--- src/rtl/mem_bus_arbiter.sv ---
// Shares one external memory bus between instruction fetch and data access.
// Data wins ties, flushed fetches are discarded, and a wait counter aborts accesses to a dead slave.
module mem_bus_arbiter #(
  parameter int ADDR_W    = 32,
  parameter int DATA_W    = 32,
  parameter int TO_CYCLES = 255
) (
  input  logic              clk,
  input  logic              rst,
  input  logic              flush,
  input  logic              if_req,
  input  logic [ADDR_W-1:0] if_addr,
  output logic [DATA_W-1:0] if_rdata,
  output logic              if_stall,
  input  logic              dm_req,
  input  logic              dm_we,
  input  logic [3:0]        dm_sel,
  input  logic [ADDR_W-1:0] dm_addr,
  input  logic [DATA_W-1:0] dm_wdata,
  output logic [DATA_W-1:0] dm_rdata,
  output logic              dm_stall,
  output logic              bus_req,
  output logic              bus_we,
  output logic [3:0]        bus_sel,
  output logic [ADDR_W-1:0] bus_addr,
  output logic [DATA_W-1:0] bus_wdata,
  input  logic [DATA_W-1:0] bus_rdata,
  input  logic              bus_ack,
  output logic              bus_timeout
);

  localparam int CNT_W = $clog2(TO_CYCLES + 1);
  localparam logic [CNT_W-1:0] CNT_LAST = CNT_W'(TO_CYCLES - 1);

  typedef enum logic [2:0] {
    S_IDLE    = 3'd0,
    S_IF_BUSY = 3'd1,
    S_DM_BUSY = 3'd2,
    S_IF_DONE = 3'd3,
    S_DM_DONE = 3'd4
  } state_t;

  state_t            r_state;
  logic [CNT_W-1:0]  r_cnt;
  logic              r_discard;
  logic              r_bus_req;
  logic              r_bus_we;
  logic [3:0]        r_bus_sel;
  logic [ADDR_W-1:0] r_bus_addr;
  logic [DATA_W-1:0] r_bus_wdata;
  logic              r_timeout;
  logic [DATA_W-1:0] r_if_rdata;
  logic [DATA_W-1:0] r_dm_rdata;

  logic w_to_hit;
  logic w_if_drop;

  // An ack in the final wait cycle wins over the timeout.
  assign w_to_hit  = (r_cnt == CNT_LAST) & ~bus_ack;
  assign w_if_drop = r_discard | flush;

  assign if_stall    = if_req & (r_state != S_IF_DONE);
  assign dm_stall    = dm_req & (r_state != S_DM_DONE);
  assign bus_req     = r_bus_req;
  assign bus_we      = r_bus_we;
  assign bus_sel     = r_bus_sel;
  assign bus_addr    = r_bus_addr;
  assign bus_wdata   = r_bus_wdata;
  assign bus_timeout = r_timeout;
  assign if_rdata    = r_if_rdata;
  assign dm_rdata    = r_dm_rdata;

  // Arbitration FSM with registered bus and read-data outputs.
  always_ff @(posedge clk) begin
    if (!rst) begin
      r_state     <= S_IDLE;
      r_cnt       <= '0;
      r_discard   <= 1'b0;
      r_bus_req   <= 1'b0;
      r_bus_we    <= 1'b0;
      r_bus_sel   <= 4'h0;
      r_bus_addr  <= '0;
      r_bus_wdata <= '0;
      r_timeout   <= 1'b0;
      r_if_rdata  <= '0;
      r_dm_rdata  <= '0;
    end else begin
      r_timeout <= 1'b0;
      case (r_state)
        S_IDLE: begin
          r_cnt     <= '0;
          r_discard <= 1'b0;
          if (dm_req) begin
            r_state     <= S_DM_BUSY;
            r_bus_req   <= 1'b1;
            r_bus_we    <= dm_we;
            r_bus_sel   <= dm_sel;
            r_bus_addr  <= dm_addr;
            r_bus_wdata <= dm_wdata;
          end else if (if_req && !flush) begin
            r_state     <= S_IF_BUSY;
            r_bus_req   <= 1'b1;
            r_bus_we    <= 1'b0;
            r_bus_sel   <= 4'hF;
            r_bus_addr  <= if_addr;
            r_bus_wdata <= '0;
          end else begin
            r_state <= S_IDLE;
          end
        end
        S_IF_BUSY: begin
          r_cnt <= r_cnt + CNT_W'(1);
          if (flush) begin
            r_discard <= 1'b1;
          end
          if (bus_ack || w_to_hit) begin
            r_bus_req <= 1'b0;
            r_bus_we  <= 1'b0;
            r_cnt     <= '0;
            r_discard <= 1'b0;
            r_timeout <= ~bus_ack;
            // A flushed fetch completes on the bus but never reaches the pipeline.
            if (w_if_drop) begin
              r_state <= S_IDLE;
            end else begin
              r_state    <= S_IF_DONE;
              r_if_rdata <= bus_ack ? bus_rdata : '0;
            end
          end
        end
        S_DM_BUSY: begin
          r_cnt <= r_cnt + CNT_W'(1);
          if (bus_ack || w_to_hit) begin
            r_state   <= S_DM_DONE;
            r_bus_req <= 1'b0;
            r_bus_we  <= 1'b0;
            r_cnt     <= '0;
            r_timeout <= ~bus_ack;
            if (!r_bus_we) begin
              r_dm_rdata <= bus_ack ? bus_rdata : '0;
            end
          end
        end
        S_IF_DONE: r_state <= S_IDLE;
        S_DM_DONE: r_state <= S_IDLE;
        default: begin
          r_state   <= S_IDLE;
          r_bus_req <= 1'b0;
          r_bus_we  <= 1'b0;
          r_cnt     <= '0;
          r_discard <= 1'b0;
        end
      endcase
    end
  end

endmodule

--- config.mk ---
export PLATFORM = sky130hd
export DESIGN_NAME = mem_bus_arbiter
export DESIGN_NICKNAME = d
export VERILOG_FILES = /design/src/rtl/mem_bus_arbiter.sv
export SDC_FILE = /design/constraint.sdc
export NUM_CORES = 1
export LEC_CHECK = 0
export BUFFER_PORTS_ARGS = -buffer_cell sky130_fd_sc_hd__buf_2
export CORE_MARGIN = 1.5
export CORE_UTILIZATION = 40
export CTS_CLUSTER_DIAMETER = 80
export DETAILED_ROUTE_END_ITERATION = 16
export GPL_ROUTABILITY_DRIVEN = 0
export PLACE_DENSITY = 0.7
export SYNTH_ARGS = -nofsm -noshare
export SYNTH_HDL_FRONTEND = slang
export SYNTH_SLANG_ARGS = --single-unit
--- constraint.sdc ---
create_clock -name clk -period 2.35 [get_ports clk]
set_input_delay 0.1175 -clock clk [delete_from_list [all_inputs] [get_ports clk]]
set_output_delay 0.1175 -clock clk [all_outputs]
set_load 0.1 [all_outputs]
## After elaboration in Yosys (flattened, before gate mapping)

Index checks and enable logic that the tools add are counted.

| operators by class | value |
|---|---|
| $add $sub $neg | 1 |
| equal/unequal tests | 12 |
| muxes and demuxes | 25 |
| bitwise operators | 9 |
| reduce and logical (&&, ||, !) cells | 15 |

Operators with widths:

| cell | count |
|---|---|
| $mux 32 | 5 |
| $pmux 8 s2 | 1 |
| $reduce_and 3->1 | 4 |
| $ne 3x3->1 const B | 3 |
| $pmux 3 s3 | 1 |
| $add 8x1->8 const B | 1 |
| $eq 8x8->1 const B | 1 |
| $mux 1 | 8 |
| $mux 4 | 2 |
| $mux 8 | 1 |
| $eq 3x2->1 const B | 2 |
| $mux 3 | 2 |
| $pmux 1 s3 | 2 |
| $reduce_and 2->1 | 3 |
| $not 1->1 | 5 |
| $mux 2 | 2 |
| $ne 2x2->1 const B | 2 |
| $reduce_or 2->1 | 2 |
| $and 1x1->1 | 3 |
| $eq 3x1->1 const B | 1 |
| $eq 3x3->1 const B | 1 |
| $logic_not 3->1 | 1 |
| $ne 3x2->1 const B | 1 |
| $reduce_or 3->1 | 1 |
| other kinds (7) | 7 |

| word-level totals | value |
|---|---|
| register bits | 147 |
| input bits | 139 |

## Depth between registers and ports, before layout

Gate-level depths: netlist of run 1.

| logic depth | value |
|---|---|
| depth in word-level cells | 5 |
| mapped depth | 7 |
| gate-level depth less buffers | 6 |

## Least setup slack after synthesis of run 1

OpenSTA, ideal clock, no wires.

| timing | value |
|---|---|
| path type | reg-to-reg |
| from | reg r_bus_we, in the netlist bus_we |
| to | reg r_dm_rdata[10], in the netlist dm_rdata[10] |
| setup time | 119 ps |
| arrival time | 1,672 ps |
| path slack | 559 ps |
| stages on the path, launching flop included | 4 |
| period minus slack after synthesis | 1,791 ps |
| cells stage by stage | dfxtp_1 -> nor2_1 -> clkbuf_1 -> a32o_1 |

| on the way | value |
|---|---|
| word-level cells in the longest chain between the ends | 2 |

RTL lines:

| element | RTL line | source |
|---|---|---|
| start, declared | 47 | `logic r_bus_we;` |
| start signal, assigned | 96 | `r_bus_we <= dm_we;` |
| $not 1->1 (no source line) | -- |  |
| $reduce_and 3->1 (no source line) | -- |  |
| end signal, assigned | 140 | `r_dm_rdata <= bus_ack ? bus_rdata : '0;` |
| end, declared | 53 | `logic [DATA_W-1:0] r_dm_rdata;` |

Every way passes these cells.
A chain may end at the register's enable or synchronous reset.

## Worst setup path after layout of run 1

| timing | value |
|---|---|
| from | reg r_state[2] |
| to | out dm_stall |

| on the way | value |
|---|---|
| word-level cells in the longest chain between the ends | 2 |

RTL lines:

| element | RTL line | source |
|---|---|---|
| start, declared | 43 | `state_t r_state;` |
| start signal, assigned | 76 | `r_state <= S_IDLE;` |
| start signal, assigned | 94 | `r_state <= S_DM_BUSY;` |
| start signal, assigned | 101 | `r_state <= S_IF_BUSY;` |
| $ne 3x3->1 | 63 | `assign dm_stall = dm_req & (r_state != S_DM_DONE);` |
| $and 1x1->1 | 63 |  |
| end, declared | 21 | `output logic dm_stall,` |

Every way passes these cells.

==> impl_results.md, run 1 <==
- Status: completed
- Syn Area/Cell: approximately 10 µm²
- Slowest cell delay on critical path: roughly 0.56 ns
- VDD IR-drop max: about 0.62 mV
- CP required: ~2.2 ns
- P_sw: between 2 and 3 mW
- CP startpoint kind: register
- Wire per inst: approximately 16 µm
- Met3 Usage GRT: 0.0696
- Worst Skew: a little over 0.01 ns
- Ports: 276
- Dominant cells by area after synthesis: dfxtp_1 50%, a32o_1 5.4%, mux2i_1 5.4%
- Seq/Total Area, Yosys: 0.499
- Total Wirelength: approximately 18 mm
- Synth-to-layout area growth: 46.0%
- CP Capture Type: output pin
- Layout cells sized above 1: 0.367
- Post-route ant nets: 0
- Pint: 4.77 mW
- Vias per std cell: ~5.2
- Met1 Resource Use GR: 0.266
- Setup slack, reg-to-reg: between 0.4 and 0.5 ns
- Pwr per Cell Area: between 800 and 900 nW/µm²
- Setup tns final: 0 ns
- Top_reg_cell synth: dfxtp_1
- Slowest CP cell: dfxtp_1
- First-pass GRT wire length: 28.5 mm
- Reg power frac: 0.366
- HPWL Detailed: around 11 mm
- Aggregate global-route resource usage: 0.228
- Rel. slew slack: 0.585
- Unrepaired setup endpoints after global routing: false
- Die X-Extent: roughly 120 µm
- CTS Sinks: between 100 and 150
- Syn_nets: 715
- Clock-pin slew on the worst setup and hold paths: ~0.06 ns
- Leakage: 4.17 nW
- GR met2 Demand/Resource: 0.385
- Total CTS buffers: 17
- Largest net degree at the start of global routing: 70
- Worst slack at placement: between 0.5 and 0.6 ns
- Hold Crit Start: dm_addr[30]
- Nets: ~1000
- # setup viols final: 0
- DR pass1 iterations: 4
- Post-synth top area cell: dfxtp_1
- Yosys warns: 0
- TritonCTS clock tree: built
- Max Slew Vio Count: 0
- Seq cells post-synth: 147
- Grt total ovfl: 0
- FMAX: between 400 and 500 MHz
- Switch share: 0.367
- Yosys cell types: 50
- Die H: around 120 µm
- Clock H-tree levels: 4
- Clock power share: 0.352
- Critical path launch point: r_state[2]$_SDFFE_PN0P_
- Worst-Skew Late Latency: ~0.42 ns
- Buf/Inv on CP: 1
- Yosys top cell area share: 0.499
- CP Max Fanout: 10
- Crit Path Class: register to output pin
- Iteration-0 DRC Markers: 330
- Async set or reset register ratio after synthesis: 0
- CTS root buf: clkbuf_16
- PortBufs: around 280
- Final min period: roughly 2 ns
- Syn Inst Count: between 500 and 600
- Hold Path Class: input port to register
- EDFF count, synth: 0
- Maxcap violations: 0
- Initial Util: 0.408
- Core box area: about 14000 µm²
- Fin worst setup slack: around 0.32 ns
- Clock buffer depth: 2
- Final period util: 0.864
- Busiest layer in global routing: met2
- Utilization after layout: 0.595
- Rows: 44
- DR DRC count: 0
- Die area: around 15000 µm²
- Worst endpoint data arrival time: approximately 1.9 ns
- Reg2reg start: r_cnt[0]$_SDFFE_PN0N_
- Gate power share: 0.282
- Vias in the first global route: 5636
- Final hold vios: 0
- Antenna violations before repair: 3
- Vias: between 5000 and 6000
- Synth Cell Area: 5900 µm²
- Crit-path leading delay family: simple AND/OR/NAND/NOR gates
- Least-Margin Pin Slew: 0.623 ns
- Worst path cell trace: or3b_4 > and2_1 > buf_2
## cells in the final DEF, fill, tap and decap left out, types with 32 or more instances in the layout
cell type      instances
dlygate4sd3_1         69
o21ai_0               33
nor2b_1               33
dfxtp_1              147
nand3_1               37
a32o_1                32
o211a_1               32
nand2_1               36
mux2i_1               32
buf_2                275
a22oi_1               32
## power groups by stage
stage	logic (mW)	clock network, mW	registers [mW]
after global placement	2.03	0	2.80
after global routing	2.22	2.79	2.78
after detailed placement	2.04	0	2.80
after CTS	2.13	2.69	2.76
final	2.13	2.65	2.76
after floorplan	0.510	0	3.93
## Yosys cell counts, drive strengths merged (3+ instances only)
| master | number |
|---|---|
| xnor2 | 5 |
| nor2 | 12 |
| nor2b | 33 |
| a22oi | 32 |
| a21boi | 32 |
| mux2i | 32 |
| o211a | 32 |
| and2 | 3 |
| clkbuf | 30 |
| dfxtp | 147 |
| o221a | 5 |
| a32o | 32 |
| nand3 | 37 |
| nor3 | 5 |
| o21ai | 35 |
| nand2 | 37 |
| o21a | 3 |
| buf | 27 |
| a21oi | 4 |
## tightest hold or removal path, cell delays in order
cell and delay [ns]:
buf_2 0.07, mux2i_1 0.05, nand2_1 0.06, o211a_1 0.13
## flip-flops by register name, summed over array words and instances (netlist names), 3 cells and up
| register | cells |
|---|---|
| bus_sel | 4 |
| bus_wdata | 32 |
| r_state | 3 |
| bus_addr | 32 |
| if_rdata | 32 |
| r_cnt | 8 |
| dm_rdata | 32 |
## routing by layer
layer | wire length (µm) | vias to the layer above
li1 | - | 2754
met1 | 7240 | 2699
met2 | 8790 | 224
met3 | 1420 | 30
met4 | 421 | 0
met5 | 0 | -
## final cells by class
type,count,area [µm²]
clock buffer,22,464
inverter,2,7.51
timing repair buffer,356,2180
sequential,147,2940
tap,184,230
antenna,3,7.51
multi-input combinational,368,2680
clock inverter,9,105
fill,1273,5860
## final timing paths
| kind | to | depth (start not counted) |
|---|---|---|
| max | dm_stall | 3 |
| max reg2reg | r_cnt[1]$_SDFFE_PN0N_ | 6 |
| min | bus_addr[30]$_SDFFE_PN0P_ | 4 |
| min reg2reg | dm_rdata[11]$_SDFFE_PN0P_ | 1 |
## kinds of logic (layout without fill, tap and decap cells)
logic type	after synthesis	after routing	synth area share
AOI/OAI and AO/OA	183	183	0.252
muxes	32	32	0.0543
and+or+nand+nor	144	144	0.130
xor gates and xnor gates	7	7	0.0104
adders and majority gates	2	2	0.00424
buffers and inverters	59	389	0.0503
DFF	147	147	0.499
other	0	3	0
## what timing repair did
action / in CTS / in global routing
hold endpoints to repair: 98 / 0
setup buffers: 0 / 0
hold buffers: 69 / 0
gates resized for setup: 0 / 0
## per-stage QoR
stage / std cells / hold WS [ns] / power [mW] / cell area, µm²
after floorplan: 574 / 0.257 / 4.44 / 5900
after global placement: 988 / 0.380 / 4.83 / 7350
after detailed placement: 988 / 0.383 / 4.84 / 7350
after CTS: 1088 / 0.0295 / 7.58 / 8610
after global routing: 1091 / 0.0519 / 7.79 / 8620
final: 1091 / 0.0456 / 7.54 / 8620
No activity file was read; power rests on OpenSTA's default activity.
==> run 2: changes to the inputs <==
- CORE_UTILIZATION: 40 -> 47
- GPL_ROUTABILITY_DRIVEN: 0 -> unset
- PLACE_DENSITY: 0.7 -> 0.81
==> impl_results.md, run 2 (synthesized netlist as in run 1, its figures left out) <==
- CP Capture Type: register
- Iteration-0 DRC Markers: 535 (+62%)
- Max Slew Vio Count: 0 (unchanged)
- Slowest cell delay on critical path: 0.88 ns (+0.32 ns)
- Clock buffer depth: 2 (unchanged)
- CTS root buf: clkbuf_16
- Setup tns final: 0 ns (unchanged)
- Clock H-tree levels: 4 (unchanged)
- Layout cells sized above 1: 0.374 (+0.00705)
- Nets: 1024 (-0.87%)
- CP startpoint kind: register
- Rel. slew slack: 0.386 (-0.199)
- Total CTS buffers: 17 (unchanged)
- Min-Delay Endpoint: bus_wdata[13]$_SDFFE_PN0P_
- Maxcap violations: 0 (unchanged)
- Non-Filler Instances: 1064 (-2.5%)
- Die area: 13200 µm² (-15%)
- Least-Margin Pin Slew: 0.921 ns (+0.298 ns)
- Unrepaired setup endpoints after global routing: false
- Commonest non-fill, non-tap cell in the layout: buf_2
- Cells on Worst Hold Path: 3 (-1)
- DR DRC count: 0 (unchanged)
- Inst Count DP: 972 (-1.6%)
- Rows: 40 (-9.1%)
- Worst endpoint data arrival time: 2.39 ns (+0.48 ns)
- Hold Crit Start: dm_wdata[13]
- VDD IR-drop max: 0.659 mV (+6.0%)
- Clock-pin slew on the worst setup and hold paths: 0.06 ns (about the same)
- Vias in the first global route: 5868 (+4.1%)
- Wire per inst: 17.3 µm (+5.8%)
- # setup viols final: 0 (unchanged)
- TritonCTS clock tree: built
- Post-route ant nets: 0 (unchanged)
- Pwr per Cell Area: 902 nW/µm² (+3.2%)
- Crit-path leading delay family: simple AND/OR/NAND/NOR gates
- Total Wirelength: 18.5 mm (+3.2%)
- Final min period: 2.12 ns (+0.0851 ns)
- Ports: 276 (unchanged)
- Core box area: 12100 µm² (-16%)
- Largest net degree at the start of global routing: 109 (+56%)
- Commonest cells after routing, fill and taps aside: 275 x buf_2, 147 x dfxtp_1, 60 x dlygate4sd3_1, 37 x nand3_1, 36 x nand2_1
- Leakage: 4.16 nW (-0.42%)
- Worst-Skew Late Latency: 0.41 ns (about the same)
- CP Max Fanout: 34 (+24)
- R2R cell count: 4 (-2)
- Worst path cell trace: nand2b_4 > or4_2 > o21ai_0 > a21boi_0
- Die X-Extent: 115 µm (-7.6%)
- Synth-to-layout area growth: 44.7%
- Initial Util: 0.487 (+0.0797)
- Setup slack, reg-to-reg: 0.23 ns (-0.24 ns)
- Final hold vios: 0 (unchanged)
- Antenna violations before repair: 0 (-3)
- Reg2reg end: if_rdata[29]$_SDFFE_PN0P_
- Reg2reg start: r_state[0]$_SDFFE_PN0P_
- Buf/Inv on CP: 0 (-1)
- Crit Path Class: register to register
- DR pass1 iterations: 6 (+2)
- First-pass GRT wire length: 28.2 mm (-0.83%)
- RD Place Congestion: approximately 0.83
- PortBufs: 275 (unchanged)
- Aggregate global-route resource usage: 0.273 (+0.0451)
- Setup repair bufs after CTS: 0 (unchanged)
- Vias per std cell: 5.51 (+5.4%)
- Worst Skew: 0.00988 ns (-0.000476 ns)
- Hold Path Class: input port to register
- CTS Sinks: 147 (unchanged)
- Slowest CP cell: or4_2
- FMAX: 473 MHz (-4.0%)
- Vias: 5864 (+2.8%)
- HPWL Detailed: 12.2 mm (+6.4%)
- Grt total ovfl: 0 (unchanged)
- Status: completed
- CP required: 2.63 ns (+0.40 ns)
- Final period util: 0.900 (+0.0362)
- Die H: 115 µm (-7.6%)
==> run 2: layout make-up <==
class	count	area [µm²]
Clock buffer	21	460
Clock inverter	10	156
Sequential cell	147	2940
Fill cell	873	3570
Timing Repair Buffer	347	2080
Multi-Input combinational cell	368	2680
Tap cell	168	210
Antenna cell	1	2.50
Inverter	2	7.51
==> run 2: per-layer routing <==
metal	vias up	global-route usage	wire [µm]
met1	2762	0.290	6820
met4	0	0.130	531
met2	302	0.483	9420
met3	53	0.0970	1680
met5	-	0	0
li1	2747	-	-
==> run 2: how the worst max path moves through the flow <==
stage | from | to | depth (start not counted)
4_1_cts | r_state[0]$_SDFFE_PN0P_ | if_rdata[22]$_SDFFE_PN0P_ | 4
3_3_place_gp | r_cnt[0]$_SDFFE_PN0N_ | dm_rdata[14]$_SDFFE_PN0P_ | 6
5_1_grt | r_state[0]$_SDFFE_PN0P_ | if_rdata[29]$_SDFFE_PN0P_ | 4
2_1_floorplan | bus_we$_SDFFE_PN0P_ | dm_rdata[10]$_SDFFE_PN0P_ | 3
6_report | r_state[0]$_SDFFE_PN0P_ | if_rdata[29]$_SDFFE_PN0P_ | 4
3_5_place_dp | r_cnt[0]$_SDFFE_PN0N_ | dm_rdata[14]$_SDFFE_PN0P_ | 6
==> run 2: where the power goes <==
part           internal, mW  switching, mW  leakage (nW)
combinational         0.491           1.64          2.65
clock                  1.82          0.991         0.303
sequential             2.66          0.104          1.20
==> run 2: worst min-delay path, stage by stage <==
cell	delay (ns)
buf_2	0.07
a22oi_1	0.06
nor2b_1	0.11
==> run 2: through the flow <==
| stage | worst slack [ns] | total power [mW] | hold WS (ns) | util | instance area [µm²] |
|---|---|---|---|---|---|
| 2_1_floorplan | 0.559 | 4.44 | 0.257 | - | 5900 |
| 3_3_place_gp | 0.146 | 4.80 | 0.344 | 0.604 | 7320 |
| 3_5_place_dp | 0.00845 | 4.85 | 0.347 | 0.604 | 7320 |
| 4_1_cts | 0.190 | 7.72 | 0.00116 | 0.704 | 8530 |
| 5_1_grt | 0.0953 | 7.96 | 0.0129 | 0.705 | 8540 |
| 6_report | 0.235 | 7.71 | 0.00735 | 0.705 | 8540 |
==> run 2: repair_timing <==
action,CTS,global route
gates resized for setup,1,1
hold buffers,59,1
setup endpoints to repair,11,2
endpoints found under the hold margin,78,1
